## config.mk

```make
export PLATFORM = sky130hd
export DESIGN_NAME = neuron_mac
export DESIGN_NICKNAME = d
export VERILOG_FILES = /design/src/rtl/neuron_mac.sv
export SDC_FILE = /design/constraint.sdc
export NUM_CORES = 1
export LEC_CHECK = 0
export ABC_AREA = 1
export BUFFER_PORTS_ARGS = -buffer_cell sky130_fd_sc_hd__buf_2
export CAP_MARGIN = 0
export CORE_ASPECT_RATIO = 1.5
export CORE_MARGIN = 4
export CORE_UTILIZATION = 40
export DETAILED_ROUTE_END_ITERATION = 8
export GPL_TIMING_DRIVEN = 0
export PLACE_DENSITY_LB_ADDON = 0.25
export SKIP_CTS_REPAIR_TIMING = 1
export SLEW_MARGIN = 40
export SYNTH_ARGS = -nofsm -noshare
export SYNTH_HDL_FRONTEND = slang
export SYNTH_SLANG_ARGS = --single-unit
export TNS_END_PERCENT = 1
```

## constraint.sdc

```tcl
create_clock -name clk -period 6.39 [get_ports clk]
set_input_delay 0.639 -clock clk [delete_from_list [all_inputs] [get_ports clk]]
set_output_delay 0.639 -clock clk [all_outputs]
set_load 0.005 [all_outputs]
```

## src/rtl/neuron_mac.sv

```systemverilog
// Multiply-accumulate neuron stage: streams pairs into the external mult, accumulates
// the products on top of a signed bias, then applies ReLU, shift and 8-bit clamp.
module neuron_mac #(
  parameter int N_INPUTS = 784,
  parameter int ACC_W    = 32,
  parameter int SHIFT    = 8
) (
  input  logic             clk,
  input  logic             rst_n,
  input  logic             start,
  input  logic [ACC_W-1:0] bias,
  input  logic             in_valid,
  output logic             in_ready,
  input  logic [7:0]       in_a,
  input  logic [7:0]       in_b,
  output logic [7:0]       op_a,
  output logic [7:0]       op_b,
  input  logic [15:0]      p,
  output logic             out_valid,
  input  logic             out_ready,
  output logic [7:0]       out_data,
  output logic             busy,
  output logic             ovf
);

  localparam int CNT_W = $clog2(N_INPUTS + 1);
  localparam logic signed [ACC_W-1:0] ACC_MAX = {1'b0, {(ACC_W-1){1'b1}}};
  localparam logic signed [ACC_W-1:0] OUT_MAX = ACC_W'(255);

  typedef enum logic [1:0] {IDLE, ACCUM, FINAL, DONE} state_t;

  state_t                  state_q, state_d;
  logic signed [ACC_W-1:0] acc_q, acc_d;
  logic [CNT_W-1:0]        count_q, count_d;
  logic [7:0]              out_data_q, out_data_d;
  logic                    ovf_q, ovf_d;

  logic signed [ACC_W:0]   sum_ext;
  logic signed [ACC_W-1:0] shifted;

  assign op_a      = in_a;
  assign op_b      = in_b;
  assign in_ready  = (state_q == ACCUM);
  assign out_valid = (state_q == DONE);
  assign busy      = (state_q != IDLE);
  assign out_data  = out_data_q;
  assign ovf       = ovf_q;

  always_comb begin
    state_d    = state_q;
    acc_d      = acc_q;
    count_d    = count_q;
    out_data_d = out_data_q;
    ovf_d      = ovf_q;
    // One guard bit: products are non-negative, so only positive overflow can occur.
    sum_ext    = {acc_q[ACC_W-1], acc_q} + {1'b0, {(ACC_W-16){1'b0}}, p};
    shifted    = acc_q >>> SHIFT;

    unique case (state_q)
      IDLE: begin
        if (start) begin
          acc_d   = bias;
          count_d = '0;
          ovf_d   = 1'b0;
          state_d = ACCUM;
        end
      end
      ACCUM: begin
        if (in_valid) begin
          if (sum_ext[ACC_W] != sum_ext[ACC_W-1]) begin
            acc_d = ACC_MAX;
            ovf_d = 1'b1;
          end else begin
            acc_d = sum_ext[ACC_W-1:0];
          end
          count_d = count_q + CNT_W'(1);
          if (count_q == CNT_W'(N_INPUTS - 1)) state_d = FINAL;
        end
      end
      FINAL: begin
        if (acc_q[ACC_W-1])        out_data_d = 8'd0;
        else if (shifted > OUT_MAX) out_data_d = 8'hFF;
        else                       out_data_d = shifted[7:0];
        state_d = DONE;
      end
      DONE: begin
        if (out_ready) state_d = IDLE;
      end
      default: state_d = IDLE;
    endcase
  end

  always_ff @(posedge clk) begin
    if (!rst_n) begin
      state_q    <= IDLE;
      acc_q      <= '0;
      count_q    <= '0;
      out_data_q <= '0;
      ovf_q      <= 1'b0;
    end else begin
      state_q    <= state_d;
      acc_q      <= acc_d;
      count_q    <= count_d;
      out_data_q <= out_data_d;
      ovf_q      <= ovf_d;
    end
  end

endmodule

```

After elaboration in Yosys (flattened, before gate mapping)
Index checks and enable logic that the tools add are counted.
Storage, ports and cells
  register bits: 53
  input port bits: 69
  memory bits (read-only): 0
  latch bits: 0
  RAM bits: 0
  output and inout bits: 28
  logic and storage cells: 42
  memories: 0
Operators by class
  order comparisons: 1
  mux-type cells: 18
  div/mod/pow operators: 0
  multipliers: 0
  reduce and logical (&&, ||, !) cells: 6
  equal/unequal tests: 10
  shift-type cells: 0
  $add $sub $neg: 2
  bitwise operators: 0
Operator list (count)
  $mux 32: 3
  $pmux 32 s2: 1
  $add 32x17->33: 1
  $gt 24x9->1 const B: 1
  $mux 10: 2
  $pmux 10 s2: 1
  $mux 8: 2
  $add 10x1->10 const B: 1
  $eq 10x10->1 const B: 1
  $mux 2: 4
  $pmux 2 s4: 1
  $reduce_and 4->1: 2
  $ne 2x1->1 const B: 3
  $eq 2x2->1 const B: 2
  $ne 2x2->1 const B: 2
  $reduce_bool 2->1: 2
  $mux 1: 3
  $reduce_and 3->1: 1
  $eq 2x1->1 const B: 1
  $logic_not 2->1: 1
  $pmux 1 s2: 1
  $ne 1x1->1: 1

Longest topological paths before layout
Gate-level depths: netlist of the first run.
  word-level depth: 5
  mapped depth: 17
  depth with buffers taken out: 17

Worst setup path before layout of the first run
Ideal clock, no wire load.
  kind: input to register
  start point: input p[0]
  end point: register acc_q[28]
  data arrival time: 2968 ps
  required time: 6258 ps
  setup time: 132 ps
  slack: 3290 ps
  stages: 15
  path through: ha_1 > fa_1 > nand2_1 > a21oi_1 > nand2_1 > nand2_1 > nand2_1 > nand2_1 > a31oi_1 > ha_1 > nor2_1 > clkbuf_1 > nand3_1 > nand2_1 > a21oi_1
On the way
  cells in the longest elaborated chain, start to end: 5
Ends and longest elaborated chain
  start: declaration: line 18  | input logic [15:0] p,
  $add 32x17->33 *: line 56  | sum_ext = {acc_q[ACC_W-1], acc_q} + {1'b0, {(ACC_W-16){1'b0}}, p};
  $ne 1x1->1: line 70  | if (sum_ext[ACC_W] != sum_ext[ACC_W-1]) begin
  $mux 32 *: line 70
  $mux 32 *: line 69  | if (in_valid) begin
  $pmux 32 s2 *: line 59  | unique case (state_q)
  end signal: assignment: line 96  | acc_q <= '0;
  end signal: assignment: line 102  | acc_q <= acc_d;
  end: declaration: line 33  | logic signed [ACC_W-1:0] acc_q, acc_d;
Mark *: on every way between the ends. The rest lies on a longest branch, timed or not. The select of a mux whose other input is x is not followed.
A chain may end at the register's enable or synchronous reset.

Final worst setup path of the first run
  start point: input p[1]
  end point: register acc_q[17]
The elaborated chain is that of the path after synthesis.

==> results of run 1 <==
## cells in the mapped netlist, types with 2 or more instances
library cell  number  area, µm²
and2_1             2       12.5
nand3_1           52        260
a31oi_1            5       31.3
xor2_1             2       17.5
nor3_1            15       75.1
dfxtp_1           53       1060
buf_4             16        120
nand4_1           15       93.8
clkbuf_1           8       30.0
a21oi_1           52        260
nand2_1          232        871
a211oi_1           2       15.0
o21bai_1           2       15.0
or2_2              2       12.5
nand2_2            3       18.8
ha_1              22        275
inv_4              3       18.8
inv_1            101        379
buf_2              2       10.0
buf_6              6       67.6
o21ai_0           35        175
o21a_1             6       45.0
nor4_1             7       43.8
o22ai_1            8       50.1
or2_1              2       12.5
nor2_1            65        244
## routing by layer
metal,vias up,routed length [µm]
li1,2520,-
met1,2134,5360
met2,146,7200
met3,26,705
met4,0,516
met5,-,0
## placed cells by master (no fill, tap or decap), drive strengths merged, types with 4 or more instances in the layout
master / synthesis / routed
nand4: 15 / 15
clkbuf: 9 / 15
a31oi: 5 / 5
o21a: 6 / 6
buf: 24 / 103
nand2: 237 / 237
inv: 105 / 106
ha: 22 / 22
or2: 4 / 4
o21ai: 37 / 37
nor4: 7 / 7
dfxtp: 53 / 53
nand3: 52 / 52
nor2: 65 / 65
o22ai: 8 / 8
nor3: 16 / 16
a21oi: 53 / 53
## area by class of cell
type / count / area (µm²) / share of cell area (%)
clock buffer: 6 / 129 / 2.54
buffer: 33 / 233 / 4.58
multi-input combinational: 542 / 2660 / 52.4
tap: 144 / 180 / 3.55
clock inverter: 2 / 13.8 / 0.271
inverter: 106 / 405 / 7.98
timing repair buffer: 79 / 395 / 7.78
sequential: 53 / 1060 / 20.9
## registers in the layout, indices dropped and copies added (netlist names)
signal and count:
acc_q 32, count_q 10, out_data 8, ovf 1
state_q 2
## where the power goes
group	internal, mW	switching (mW)
Sequential	0.454	0.131
Clock	0.147	0.137
Combinational	0.432	0.789
## through the flow
| step | utilization (%) | hold WS [ps] |
|---|---|---|
| final | 47.7 | 462 |
| after global routing | 47.7 | 481 |
| after CTS | 47.7 | 467 |
| after floorplan | - | 447 |
| after global placement | 46.4 | 436 |
| after detailed placement | 46.4 | 455 |
## final timing paths
kind,start,endpoint,slack (ps),depth (start not counted)
max,p[1],acc_q[17],2590,16
min,ovf,ovf,460,2
max reg2reg,acc_q[1],acc_q[17],2700,15
min reg2reg,ovf,ovf,460,2
## critical path: stages
cell and delay, ps:
buf_2 120, ha_1 270, nand2_1 80, a21oi_1 380, nand2_1 90, nand2_1 150, nand2_1 100, nand3_1 110
nand3_1 140, xor2_1 190, ha_1 400, nor2_2 500, clkbuf_1 430, nand3_1 220, nand2_1 100, a21oi_1 60
## cell families (layout without fill, tap and decap cells)
logic type,after synthesis,after routing,share of synthesized area (%)
AND/OR/NAND/NOR,402,402,39.4
adder cells (fa/ha/maj),23,23,6.77
XOR/XNOR,2,2,0.402
buffers and inverters,139,226,14.6
flip-flops,53,53,24.3
AO/OA/AOI/OAI,115,115,14.4
==> results.md, run 1 <==
- Run status: finished clean
- Ys Warns: 0
- Via count: 4826
- DRT Pass-1 Iters: 6
- Endpoints failing setup: 0
- Initial DRC Count: 273
- Largest net degree at the start of global routing: 17
- Via/cell ratio: 5.00
- DRC violations left: 0
- Vias in the first global route: 4456
- GRT busiest layer: met2
- H-tree level count: 2
- Grt met3 use: 2.38%
- Pwr Density: 411 nW/µm²
- CP Data Required Time: 6570 ps
- Clock sink count: 53
- Final worst slack: 2590 ps
- Design area: 5080 µm²
- Seq/Total Area, Yosys: 24.3%
- Power Total: 2.09 mW
- Worst min path class: flop to flop
- Die W: 93.3 µm
- Crit path DAT: 3980 ps
- Peak VDD IR: 0.000227 V
- Max FO, Critical Path: 10
- Worst Setup End Kind: flop
- RSZ-0062 raised after global routing: false
- Syn Inst Count: 734
- Fin. max-slew vios: 0
- Top FF cell, synth: dfxtp_1
- Max cap viols: 0
- I/O pins: 97
- Chip Height: 136 µm
- Area after DPL: 4940 µm²
- Total wire length: 13.8 mm
- Clock latency on the worst-skew pair: 310 ps
- Global-route wire length before repair: 21.2 mm
- Fin crit share: 59.5%
- Slew headroom: 55.1%
- Detail Route Antenna Nets: 0
- Area delta synth->final: 16.5%
- Count of cell types in the netlist: 42
- Root Buffer: clkbuf_16
- Wire length per cell: 14.3 µm
- CP startpoint kind: primary input
- Layout cells sized above 1: 15.5%
- ANT cells: 0
- M1 GR Usage: 23.4%
- Nets: 912
- TritonCTS clock tree: yes
- Leak Pwr: 2.43 nW
- RD Place Congestion: 0.945
- Initial antenna violation count: 0
- Clock buffer count from CTS: 5
- Placed insts: 957
- # fillers: 1206
- Crit path time final: 3800 ps
- Grt ovf: 0
- Starting Density: 41.0%
- Die Area: 12700 µm²
- Rows: 46
- Syn_area_per_cell: 5.94 µm²
- Dpl ws: 2050 ps
- #FFs+latches synth: 53
- Clk buf depth: 2
- Final Skew: 12.0 ps
- CORE AREA: 10600 µm²
- Fmax: 263 MHz
- Worst Max-Slew Pin Slew: 673 ps
- DP HPWL: 11.3 mm
- GR Util All Layers: 21.5%
- Port Buffers: 79
- Cell Area, Synth: 4360 µm²
- FFs w/ async S/R, synth: 0%
- Post-synth EDFFs: 0
- Syn_nets: 826
- Clock slew seen by the registers of the worst setup and hold paths: 80 ps
- Setup TNS: 0 ps
- Fin cells: 965
- Crit Path Class: primary input to flop
- Met2 usage: 41.3%
- Fin. Hold Viols: 0
Power figures use the tool's default switching activity.
==> inputs of run 2 (changes only) <==
ABC_AREA = 0   (was 1)
clock period = 3.85 ns   (was 6.39 ns; I/O delays follow)
==> run 2 against run 1 <==
Register-to-register slack worse by 2500 ps. Setup slack worse by 2400 ps. Synthesized cell count is 34% lower. Critical path depth is 2 lower. Cell count is 29% lower. Sequential power is 61% higher. Final area is 11% lower. Combinational power is 56% higher. First-iteration DRC count is 16% higher. Non-clock buffer count is 7 higher. Clock skew hardly changed. Largest cell class unchanged.
==> results.md, run 2 <==
- Pwr Density: 746 nW/µm²
- Clock buffer count from CTS: 5
- Final core occ: 48.9%
- Layout cells sized above 1: 21.2%
- Initial DRC Count: 316
- Global-route wire length before repair: 18.2 mm
- Top-area cell type share of the netlist area: 27.9%
- Slew headroom: 56.9%
- Via/cell ratio: 5.61
- Top FF cell, synth: dfxtp_1
- Critical path, cell by cell: ha_1 > a21o_1 > a21oi_2 > a21oi_2 > o2111a_1 > or3_1 > buf_6 > nand4_1 > xnor2_1 > ha_1 > nor2b_2 > clkbuf_4 > o21ai_0 > a22o_1
- CP Data Required Time: 4040 ps
- Nets: 663
- Ranking of synthesized cells by area: dfxtp_1 (28%), ha_1 (7.2%), nor2_1 (4.7%)
- CP max stage delay: 370 ps
- Count of cell types in the netlist: 59
- Wire length per cell: 16.8 µm
- Grt ovf: 0
- Fin crit share: 94.7%
- Syn_area_per_cell: 7.85 µm²
- Initial antenna violation count: 0
- Int Pwr: 1.81 mW
- Die Area: 11200 µm²
- Switching share of power: 46.2%
- Peak VDD IR: 0.000312 V
- Max FFs per register: 32
- Clock share of power: 15.6%
- Area delta synth->final: 18.8%
- Clock sink count: 53
- Port Buffers: 80
- Rows: 43
- Power Total: 3.37 mW
- Fmax: 274 MHz
- Worst Setup End Kind: flop
- GR Util All Layers: 20.5%
- Fin. Hold Viols: 0
- Total wire length: 11.5 mm
- FFs w/ async S/R, synth: 0%
- Final Skew: 11.9 ps
- Leak Pwr: 2.00 nW
- Endpoints failing setup: 0
- Die W: 87.6 µm
- Largest reg by FF count: acc_q
- Final worst slack: 205 ps
- H-tree level count: 2
- Slowest stage cell, crit path: or3_1
- Clock latency on the worst-skew pair: 300 ps
- Vias in the first global route: 3771
- Syn_nets: 577
- Cell Area, Synth: 3810 µm²
- Root Buffer: clkbuf_16
- Seq/Total Area, Yosys: 27.9%
- RD Place Congestion: 0.882
- Largest net degree at the start of global routing: 17
- Dpl ws: -364 ps
- DP HPWL: 8.75 mm
- #FFs+latches synth: 53
- Combinational share of power: 56.4%
- CORE AREA: 9250 µm²
- TritonCTS clock tree: yes
- Synth area leader: dfxtp_1
- Max FO, Critical Path: 10
- Starting Density: 41.1%
- Clock slew seen by the registers of the worst setup and hold paths: 80 ps
- Max cap viols: 0
- Detail Route Antenna Nets: 0
- Psw: 1.56 mW
- DRC violations left: 0
- I/O pins: 97
- RSZ-0062 raised after global routing: false
- DRT Pass-1 Iters: 5
- Flop pwr share: 28.0%
- Post-synth EDFFs: 0
- Fin. max-slew vios: 0
- Most frequent cells in the layout: buf_2 (83), dfxtp_1 (53), nor2_1 (48)
- Crit path DAT: 3830 ps
- Crit path time final: 3640 ps
- ANT cells: 0
- CP startpoint kind: flop
- Worst Max-Slew Pin Slew: 646 ps
- Post-synth top cells: dfxtp_1 (53), nor2_1 (48), nand2_1 (47)
- Reg-to-reg setup timing slack: 210 ps
- Syn Inst Count: 485
- Run status: finished clean
- Commonest non-fill, non-tap cell in the layout: buf_2
- Via count: 3839
- Chip Height: 127 µm
- Clk buf depth: 2
- Top-count cell post-synth: dfxtp_1
- Worst min path class: primary input to flop
- Crit Path Class: flop to flop
- Ys Warns: 0
run 2: cell type report:
class | instances | area [µm²]
buffer | 39 | 223
clock buffer | 6 | 129
clock inverter | 2 | 38.8
fill | 939 | 4730
inverter | 13 | 48.8
multi-input combinational | 379 | 2480
sequential | 53 | 1060
tap | 112 | 140
timing repair buffer | 80 | 400
run 2: worst max-delay path: cells and delay by family, from the launching register on:
| kind | cells | cell delay [ps] |
|---|---|---|
| compound gates | 6 | 1150 |
| simple gates | 3 | 810 |
| fa+ha+maj | 2 | 630 |
| buf+inv | 2 | 480 |
| flops | 1 | 320 |
| xor+xnor | 1 | 130 |
run 2: final timing paths:
check / startpoint / to / cells after the start
worst max-delay path: acc_q[3] / acc_q[28] / 14
worst max register to register: acc_q[3] / acc_q[28] / 14
worst min-delay path: bias[0] / acc_q[0] / 3
worst min register to register: acc_q[5] / acc_q[5] / 2
run 2: metal layers:
metal,up-vias,part of all wire [%],global-route usage [%]
met1,1772,40,24.5
met5,-,0,0
met4,0,2.5,8.49
li1,1915,-,-
met3,21,6.0,2.90
met2,131,52,36.0
run 2: cells by family (layout without fill, tap and decap cells):
kind of cell / Yosys count / in the layout / synth area share (%)
adder cells (fa/ha/maj): 23 / 23 / 7.76
flip-flops: 53 / 53 / 27.9
buffers and inverters: 53 / 140 / 7.10
XOR/XNOR: 20 / 20 / 4.60
AO/OA/AOI/OAI: 136 / 136 / 25.2
AND/OR/NAND/NOR: 187 / 187 / 24.0
multiplexers: 13 / 13 / 3.45
run 2: per-stage QoR:
stage | cell area [µm²] | hold WS, ps | TNS, ps | cells
after global placement | 4350 | 458 | -3490 | 677
after floorplan | 3810 | 445 | 0 | 485
after CTS | 4510 | 397 | -1690 | 685
after detailed placement | 4350 | 467 | -4390 | 677
after global routing | 4520 | 407 | 0 | 684
final | 4520 | 390 | 0 | 684
run 2: power by group through the flow:
stage          registers, mW  logic (mW)  clock network (mW)
4_1_cts                0.938        1.87               0.530
5_1_grt                0.969        2.09               0.553
3_3_place_gp           0.940        1.82                   0
2_1_floorplan          0.896        1.38                   0
6_report               0.944        1.90               0.526
3_5_place_dp           0.950        1.86                   0
==> inputs of run 3 (changes only) <==
CELL_PAD_IN_SITES_DETAIL_PLACEMENT = 1   (was unset)
CELL_PAD_IN_SITES_GLOBAL_PLACEMENT = 1   (was unset)
CORE_UTILIZATION = 39   (was 40)
==> run 3 against run 2 <==
Setup slack better by 18 ps. Register-to-register slack better by 20 ps. Core utilization down 1.0 points. Clock skew down 7.3 ps. Fmax up 0.50%. Clock power down 9.3%. Count of clock-buffer cells in the layout down 1. Sequential share of layout area up 0.085 points. Critical path depth unchanged. Sequential power up 0.7%. Sequential cell count unchanged.
==> results.md, run 3 (synthesis gave the netlist of run 2 again) <==
- Worst hold slack: 397 ps
- Slowest stage cell, crit path: or3_1
- Crit path DAT: 3830 ps
- Grt met3 use: 3.33%
- Chip Height: 129 µm
- Wire length per cell: 19.3 µm
- Max cap viols: 0
- Area delta synth->final: 18.3%
- Fmax: 276 MHz
- Max FFs per register: 32
- Leak Pwr: 1.99 nW
- Clock buffer count from CTS: 5
- DP HPWL: 10.5 mm
- Die W: 88.7 µm
- DRC violations left: 0
- Fin crit share: 94.2%
- Fin. max-slew vios: 0
- Clock slew seen by the registers of the worst setup and hold paths: 70 ps
- Commonest non-fill, non-tap cell in the layout: buf_2
- Largest net degree at the start of global routing: 18
- ANT cells: 0
- H-tree level count: 2
- Peak VDD IR: 0.000288 V
- Clock latency on the worst-skew pair: 300 ps
- Crit path buffers/inverters: 2
- Critical path, cell by cell: ha_1 > a21o_1 > a21oi_2 > a21oi_2 > o2111a_1 > or3_1 > buf_6 > nand4_1 > xnor2_1 > ha_1 > nor2b_2 > buf_2 > o21ai_0 > a22o_1
- CP startpoint kind: flop
- CORE AREA: 9420 µm²
- Slew headroom: 55.5%
- Design area: 4500 µm²
- Endpoints failing setup: 0
- GR Util All Layers: 23.4%
- Starting Density: 40.4%
- Fin. Hold Viols: 0
- Power Total: 3.41 mW
- Clk buf depth: 2
- Crit path max-delay family: compound AO/OA/AOI/OAI gates
- # fillers: 1224
- Pwr Density: 758 nW/µm²
- Placed insts: 677
- Switching share of power: 48.6%
- Worst Max-Slew Pin Slew: 667 ps
- Most frequent cells in the layout: buf_2 (84), dfxtp_1 (53), nor2_1 (48)
- Via count: 4008
- Psw: 1.66 mW
- RSZ-0062 raised after global routing: false
- Rows: 43
- Final core occ: 47.8%
- Largest reg by FF count: acc_q
- TritonCTS clock tree: yes
- Max FO, Critical Path: 10
- Root Buffer: clkbuf_16
- Total wire length: 13.2 mm
- RD Place Congestion: 0.886
- Grt ovf: 0
- Area of the multi-input gates: 2480 µm²
- Initial antenna violation count: 0
- Nets: 663
- Clock share of power: 14.0%
- Worst Setup End Kind: flop
- GRT busiest layer: met2
- Crit Path Class: flop to flop
- CP Data Required Time: 4050 ps
- Met2 usage: 44.1%
- Clock sink count: 53
- Combinational share of power: 58.1%
- Final Skew: 4.68 ps
- Int Pwr: 1.75 mW
- Area after DPL: 4350 µm²
- Die Area: 11400 µm²
- Port Buffers: 80
- Crit path time final: 3630 ps
- Initial DRC Count: 121
- M1 GR Usage: 24.9%
- Detail Route Antenna Nets: 0
- I/O pins: 97
- Worst min path class: primary input to flop
- Via/cell ratio: 5.86
- Run status: finished clean
- Vias in the first global route: 4311
- CP max stage delay: 380 ps
- Layout cells sized above 1: 21.5%
- DRT Pass-1 Iters: 4
- Seq. cell area: 1060 µm²
- Fin cells: 684
- Global-route wire length before repair: 20.8 mm
- Flop pwr share: 27.9%
==> run 3: cell types whose count changed in the layout (fill, tap and decap cells not counted), sizes merged <==
cell,previous run,this run
bufinv,1,0
inv,13,14
buf,103,104
clkbuf,22,20
clkinvlp,0,1
==> run 3: metrics by stage <==
stage / setup WS, ps / TNS (ps)
floorplan: 431 / 0
global placement: -440 / -4570
detailed placement: -503 / -5890
CTS: -321 / -2690
global route: 13.4 / 0
finish: 224 / 0
==> run 3: path summary, 6_finish.rpt <==
path	from	to	slack, ps	cells past startpoint
worst max-delay path	acc_q[3]	acc_q[28]	220	14
worst min-delay path	bias[0]	acc_q[0]	400	3
worst max register to register	acc_q[3]	acc_q[28]	220	14
worst min register to register	acc_q[2]	acc_q[2]	480	2
==> run 3: area by class of cell <==
| class | count | share of cell area, % |
|---|---|---|
| plain buffers | 39 | 4.94 |
| well taps | 112 | 3.11 |
| repair buffers | 80 | 8.89 |
| inverters | 13 | 1.08 |
| clock inverters | 3 | 0.472 |
| flip-flops and latches | 53 | 23.6 |
| multi-input cells | 379 | 55.2 |
| clock buffers | 5 | 2.78 |
==> run 3: per-layer routing <==
metal / up-vias / wire length (µm)
met5: - / 0
met4: 0 / 486
met3: 34 / 462
met2: 95 / 7280
met1: 1967 / 4970
li1: 1912 / -
==> run 3: worst register-to-register path: stages, from the launching register on <==
cell and delay (ps):
dfxtp_1 320, ha_1 340, a21o_1 220, a21oi_2 200, a21oi_2 100, o2111a_1 290
or3_1 380, buf_6 160, nand4_1 120, xnor2_1 80, ha_1 360, nor2b_2 280
buf_2 300, o21ai_0 130, a22o_1 240
==> run 3: power groups by stage <==
stage	sequential [mW]	clock, mW	combinational (mW)
5_1_grt	0.979	0.505	2.19
6_report	0.951	0.477	1.98
4_1_cts	0.948	0.486	1.98
2_1_floorplan	0.896	0	1.38
3_5_place_dp	0.958	0	1.96
3_3_place_gp	0.947	0	1.89
